## src/rtl/rf_wport_arbiter_if.sv

```systemverilog
// rtl/rf_wport_arbiter_if.sv - write-port arbiter bus: WB, long-latency result, issue and regfile sides
interface rf_wport_arbiter_if;
    logic        wb_we;
    logic [4:0]  wb_wn;
    logic [31:0] wb_d;
    logic        wb_hold;
    logic        mdu_valid;
    logic [4:0]  mdu_wn;
    logic [31:0] mdu_d;
    logic        mdu_ready;
    logic        iss_valid;
    logic [4:0]  iss_wn;
    logic        rf_we;
    logic [4:0]  rf_wn;
    logic [31:0] rf_d;
    logic [31:0] pend_mask;

    modport master (
        output wb_we, wb_wn, wb_d, mdu_valid, mdu_wn, mdu_d, iss_valid, iss_wn,
        input  wb_hold, mdu_ready, rf_we, rf_wn, rf_d, pend_mask
    );

    modport slave (
        input  wb_we, wb_wn, wb_d, mdu_valid, mdu_wn, mdu_d, iss_valid, iss_wn,
        output wb_hold, mdu_ready, rf_we, rf_wn, rf_d, pend_mask
    );
endinterface

```

## src/rtl/rf_wport_arbiter.sv

```systemverilog
// rtl/rf_wport_arbiter.sv - regfile write-port arbiter: WB vs queued long-latency results, aging drain, scoreboard
// Optional same-cycle result bypass when RFWARB_BYPASS_EN is defined.
module rf_wport_arbiter #(
    parameter int DEPTH   = 4,
    parameter int MAXWAIT = 8
) (
    input  logic                clk,
    input  logic                clrn,
    rf_wport_arbiter_if.slave   bus
);
    localparam int AW = $clog2(DEPTH);
    localparam int WW = $clog2(MAXWAIT + 1);
    localparam logic [WW-1:0] WMAX  = WW'(MAXWAIT);
    localparam logic [AW:0]   FULLC = (AW+1)'(DEPTH);

    logic [4:0]    q_wn [DEPTH];
    logic [31:0]   q_d  [DEPTH];
    logic [AW-1:0] rd_ptr, wr_ptr;
    logic [AW:0]   count;
    logic [WW-1:0] wait_cnt;
    logic [31:0]   pend;
    logic [31:0]   pend_next;

    logic nonempty, full, wb_req, force_drain, bypass, push, pop;
    logic [4:0]  head_wn;
    logic [31:0] head_d;

    always_comb begin
        nonempty    = (count != '0);
        full        = (count == FULLC);
        wb_req      = bus.wb_we & (bus.wb_wn != 5'd0);
        force_drain = nonempty & (wait_cnt == WMAX);
        head_wn     = q_wn[rd_ptr];
        head_d      = q_d[rd_ptr];
`ifdef RFWARB_BYPASS_EN
        bypass      = ~nonempty & ~wb_req & bus.mdu_valid & (bus.mdu_wn != 5'd0);
`else
        bypass      = 1'b0;
`endif
        // An empty FIFO is never full, so ready already holds in the bypass case.
        bus.mdu_ready = ~full;
        push          = bus.mdu_valid & ~full & (bus.mdu_wn != 5'd0) & ~bypass;
        pop           = force_drain | (~wb_req & nonempty);
        bus.wb_hold   = force_drain & wb_req;

        bus.rf_we = 1'b0;
        bus.rf_wn = 5'd0;
        bus.rf_d  = 32'd0;
        if (pop) begin
            bus.rf_we = 1'b1;
            bus.rf_wn = head_wn;
            bus.rf_d  = head_d;
        end else if (wb_req) begin
            bus.rf_we = 1'b1;
            bus.rf_wn = bus.wb_wn;
            bus.rf_d  = bus.wb_d;
        end else if (bypass) begin
            bus.rf_we = 1'b1;
            bus.rf_wn = bus.mdu_wn;
            bus.rf_d  = bus.mdu_d;
        end

        // Set after clear so a same-cycle reissue keeps the bit.
        pend_next = pend;
        if (pop)
            pend_next = pend_next & ~(32'd1 << head_wn);
        if (bypass)
            pend_next = pend_next & ~(32'd1 << bus.mdu_wn);
        if (bus.iss_valid)
            pend_next = pend_next | (32'd1 << bus.iss_wn);
        pend_next[0] = 1'b0;

        bus.pend_mask = pend;
    end

    always_ff @(posedge clk or negedge clrn) begin
        if (!clrn) begin
            rd_ptr   <= '0;
            wr_ptr   <= '0;
            count    <= '0;
            wait_cnt <= '0;
            pend     <= '0;
        end else begin
            if (push)
                wr_ptr <= wr_ptr + 1'b1;
            if (pop)
                rd_ptr <= rd_ptr + 1'b1;
            case ({push, pop})
                2'b10:   count <= count + 1'b1;
                2'b01:   count <= count - 1'b1;
                default: count <= count;
            endcase
            if (!nonempty || pop)
                wait_cnt <= '0;
            else if (wait_cnt != WMAX)
                wait_cnt <= wait_cnt + 1'b1;
            pend <= pend_next;
        end
    end

    always_ff @(posedge clk) begin
        if (push) begin
            q_wn[wr_ptr] <= bus.mdu_wn;
            q_d[wr_ptr]  <= bus.mdu_d;
        end
    end
endmodule
```

## src/flat_wrapper.sv

```systemverilog
// flat-port wrapper written by rule: the top's interface ports become plain ports
module rf_wport_arbiter_flat 
#(
    parameter int DEPTH   = 4,
    parameter int MAXWAIT = 8
)
  (clk, clrn, bus_wb_we, bus_wb_wn, bus_wb_d, bus_mdu_valid, bus_mdu_wn, bus_mdu_d, bus_iss_valid, bus_iss_wn, bus_wb_hold, bus_mdu_ready, bus_rf_we, bus_rf_wn, bus_rf_d, bus_pend_mask);
  rf_wport_arbiter_if bus_i ();
  input  logic clk;
  input  logic clrn;
  input wire logic [$bits(bus_i.wb_we)-1:0] bus_wb_we;
  input wire logic [$bits(bus_i.wb_wn)-1:0] bus_wb_wn;
  input wire logic [$bits(bus_i.wb_d)-1:0] bus_wb_d;
  input wire logic [$bits(bus_i.mdu_valid)-1:0] bus_mdu_valid;
  input wire logic [$bits(bus_i.mdu_wn)-1:0] bus_mdu_wn;
  input wire logic [$bits(bus_i.mdu_d)-1:0] bus_mdu_d;
  input wire logic [$bits(bus_i.iss_valid)-1:0] bus_iss_valid;
  input wire logic [$bits(bus_i.iss_wn)-1:0] bus_iss_wn;
  output wire logic [$bits(bus_i.wb_hold)-1:0] bus_wb_hold;
  output wire logic [$bits(bus_i.mdu_ready)-1:0] bus_mdu_ready;
  output wire logic [$bits(bus_i.rf_we)-1:0] bus_rf_we;
  output wire logic [$bits(bus_i.rf_wn)-1:0] bus_rf_wn;
  output wire logic [$bits(bus_i.rf_d)-1:0] bus_rf_d;
  output wire logic [$bits(bus_i.pend_mask)-1:0] bus_pend_mask;
  assign bus_i.wb_we = bus_wb_we;
  assign bus_i.wb_wn = bus_wb_wn;
  assign bus_i.wb_d = bus_wb_d;
  assign bus_i.mdu_valid = bus_mdu_valid;
  assign bus_i.mdu_wn = bus_mdu_wn;
  assign bus_i.mdu_d = bus_mdu_d;
  assign bus_i.iss_valid = bus_iss_valid;
  assign bus_i.iss_wn = bus_iss_wn;
  assign bus_wb_hold = bus_i.wb_hold;
  assign bus_mdu_ready = bus_i.mdu_ready;
  assign bus_rf_we = bus_i.rf_we;
  assign bus_rf_wn = bus_i.rf_wn;
  assign bus_rf_d = bus_i.rf_d;
  assign bus_pend_mask = bus_i.pend_mask;
  rf_wport_arbiter #(.DEPTH(DEPTH), .MAXWAIT(MAXWAIT)) u_core (.clk(clk), .clrn(clrn), .bus(bus_i));
endmodule
```

## config.mk

```make
export PLATFORM = sky130hd
export DESIGN_NAME = rf_wport_arbiter_flat
export DESIGN_NICKNAME = d
export VERILOG_FILES = /design/src/rtl/rf_wport_arbiter_if.sv /design/src/rtl/rf_wport_arbiter.sv /design/src/flat_wrapper.sv
export SDC_FILE = /design/constraint.sdc
export NUM_CORES = 1
export LEC_CHECK = 0
export ABC_CLOCK_PERIOD_IN_PS = 4450
export BUFFER_PORTS_ARGS = -buffer_cell sky130_fd_sc_hd__buf_2
export CAP_MARGIN = 20
export CELL_PAD_IN_SITES_DETAIL_PLACEMENT = 0
export CELL_PAD_IN_SITES_GLOBAL_PLACEMENT = 1
export CORE_MARGIN = 2
export CORE_UTILIZATION = 44
export DETAILED_ROUTE_END_ITERATION = 10
export HOLD_SLACK_MARGIN = 0.05
export PLACE_DENSITY = 0.78
export SYNTH_ARGS = -nofsm -noshare
export SYNTH_HDL_FRONTEND = slang
export SYNTH_SLANG_ARGS = --single-unit
```

## constraint.sdc

```tcl
create_clock -name clk -period 4.45 [get_ports clk]
set_clock_uncertainty 0.2 [all_clocks]
set_input_delay 0.6675 -clock clk [delete_from_list [all_inputs] [get_ports clk]]
set_output_delay 0.6675 -clock clk [all_outputs]
set_load 0.01 [all_outputs]
```

==> out/summary.txt <==
status = finished, final reports clean
count of cell types in the netlist = 42
Fin Setup TNS = 0 ns
PnR worst setup slack = 0.754 ns
Critical Path AT = 2.83 ns
Port-buffer cells = 154
Worst Setup End Kind = output pin
worst rel slew slack = 29.6%
post-route insts no fill = 878
post-synthesis sequential area ratio = 67.9%
worst reg2reg path depth = 11
TritonCTS Sinks = 190
final count of negative-setup-slack endpoints = 0
EDFF count, synth = 148
RSZ-0062 raised after global routing = no
1st-pass router iterations = 4
Post-DP Area = 0.00905 mm^2
filler instances = 1474
initial antenna violation count = 4
Worst VDD drop = 0.364 mV
clock-pin slew on the worst setup and hold paths = 0.07 ns
chip height = 140 um
placed cells = 840
initial drt markers = 342
Mapped Cells = 478
Avg WL per Cell = 20.1 um
Rows = 49
largest net degree at the start of global routing = 43
Max Fclk = 271 MHz
gr usage total = 18.4%
critical path type = in -> out
Reg2Reg Setup Slack = 1.51 ns
Startpoint Class = input pin
final hold vios = 0
cell with the most instances after synthesis = edfxtp_1
hpwl dp = 11600 um
DRC = 0
Hold Path Sink = u_core.q_d[2][9]
Post-Syn Area per Cell = 16.9 um^2
Synthesis Warnings = 0
asr flop ratio synth = 22.1%
total grt overflow = 0
vias per cell = 5.67
Layout Utilization = 53.8%
Post-Synthesis Cell Area = 0.00810 mm^2
Yosys reg bits = 190
Max FO, Critical Path = 22
met2 GRT Util = 29.3%
Area contributors post-synth = edfxtp_1 55%, dfrtp_1 13%, mux4_2 9.7%
vias in the first global route = 5058
top_reg_cell synth = edfxtp_1
GPL Wtd Cong = 0.816
final instance area = 0.00970 mm^2
htree depth = 4
Max Slew Vio Count = 0
fraction of layout cells with a size suffix above 1 = 38.1%
cell type with the highest aggregate area in the netlist = edfxtp_1
Die ar. = 0.0195 mm^2
Reg-to-Reg End = u_core.count[2]
gr busiest metal = met2
core box area = 0.0180 mm^2
Hold Crit Start = bus_mdu_d[9]
leakage = 3.71 nW
global-route met1 utilization = 24.0%
Worst Tran Pin Value = 1.06 ns
CTS Buffer Depth = 2
Area Growth Syn to Fin = 19.8%
final WL = 17700 um
final-stage net count = 725
pre-CTS setup slack = 0.739 ns
Hold Slack = 0.254 ns
Final min period = 3.70 ns
die width = 140 um
CTS buffer count = 17
worst skew pair latency = 0.42 ns
first-pass GRT wire length = 27400 um
ANT nets after route = 0
CP required = 3.58 ns
Pwr Total = 5.90 mW
hold depth = 1
final worst path period share = 83.1%
CTS tree = yes
reg2reg start = u_core.wait_cnt[0]
Starting Density = 44.9%
Syn Nets = 570
worst min-delay path class = in -> reg
Commonest cells post-synth = 148 x edfxtp_1, 42 x dfrtp_1, 35 x a22o_1, 35 x mux4_2, 35 x nand3_1
Cell Pwr Density = 609 mW/mm^2
Max-Cap Viols = 0
grt met3 use = 5.51%
root buf cell = clkbuf_16
total vias in the final route = 4979
IO Count = 156
share of the synthesized area in the top cell type = 54.9%
[worst max path at each step]
stage / depth (start not counted) / from / slack (ns) / endpoint
floorplan: 10 / bus_wb_wn[1] / 1.45 / u_core.count[2]
global placement: 7 / bus_wb_wn[1] / 0.82 / bus_rf_d[8]
detailed placement: 7 / bus_wb_wn[1] / 0.74 / bus_rf_d[17]
CTS: 7 / bus_wb_wn[1] / 0.74 / bus_rf_d[17]
global route: 7 / bus_wb_wn[1] / 0.63 / bus_rf_d[3]
finish: 7 / bus_wb_wn[1] / 0.75 / bus_rf_d[3]
[repair_timing]
| item | in CTS | in global routing |
|---|---|---|
| hold endpoints to repair | 0 | 6 |
| resized for setup | 0 | 0 |
| endpoints found under the setup margin | 0 | 0 |
| hold buffers | 0 | 1 |
| setup buffers | 0 | 0 |
[routing by layer]
layer,up-vias,wire length [um],share of wire [%]
li1,2253,-,-
met2,198,8570,49
met3,27,1310,7.4
met5,-,0,0
met1,2501,7440,42
met4,0,350,2.0
[critical path: stages]
cell and delay (ns):
buf_2 0.11, or4_4 0.54, o211a_4 0.36, nor2_4 0.46
buf_4 0.37, a22o_1 0.17, buf_2 0.12
[kinds of logic (layout without fill, tap and decap cells)]
kind of cell | Yosys count | after routing | share of synthesized area [%]
DFF | 190 | 190 | 67.9
and+or+nand+nor | 89 | 89 | 6.83
AOI/OAI and AO/OA | 88 | 88 | 9.17
buffers and inverters | 51 | 218 | 3.09
muxes | 43 | 43 | 10.8
adders and majority gates | 8 | 8 | 1.33
xor gates and xnor gates | 8 | 8 | 0.865
other | 1 | 5 | 0.0463
[cell type report]
type	instances	area (um^2)	area share, %
clock buffers	17	425	4.39
well taps	229	287	2.95
diodes	4	10.0	0.103
multi-input cells	237	2360	24.4
flip-flops and latches	190	5500	56.7
clock inverters	14	155	1.60
inverters	25	93.8	0.968
repair buffers	162	866	8.93
[power breakdown]
part	switching, mW	leakage [nW]	total, mW	internal [mW]
Combinational	1.02	1.67	1.88	0.855
Sequential	0.224	1.76	2.52	2.30
Clock	0.664	0.279	1.50	0.837
Total	1.91	3.71	5.90	3.99
[cells in the final DEF, fill, tap and decap left out, drive strengths merged, types with 15 or more instances in the layout]
master / instances
a22o: 35
mux4: 35
dfrtp: 42
edfxtp: 148
o221ai: 16
nand3: 35
o31ai: 15
o211ai: 15
clkbuf: 17
buf: 161
inv: 33
[sequential cells by signal, summed over array words and instances (netlist names)]
register	count
u_core.bus.pend_mask	31
u_core.count	3
u_core.wr_ptr	2
u_core.rd_ptr	2
u_core.wait_cnt	4
u_core.q_d	128
u_core.q_wn	20
No activity file was read; power rests on OpenSTA's default activity.
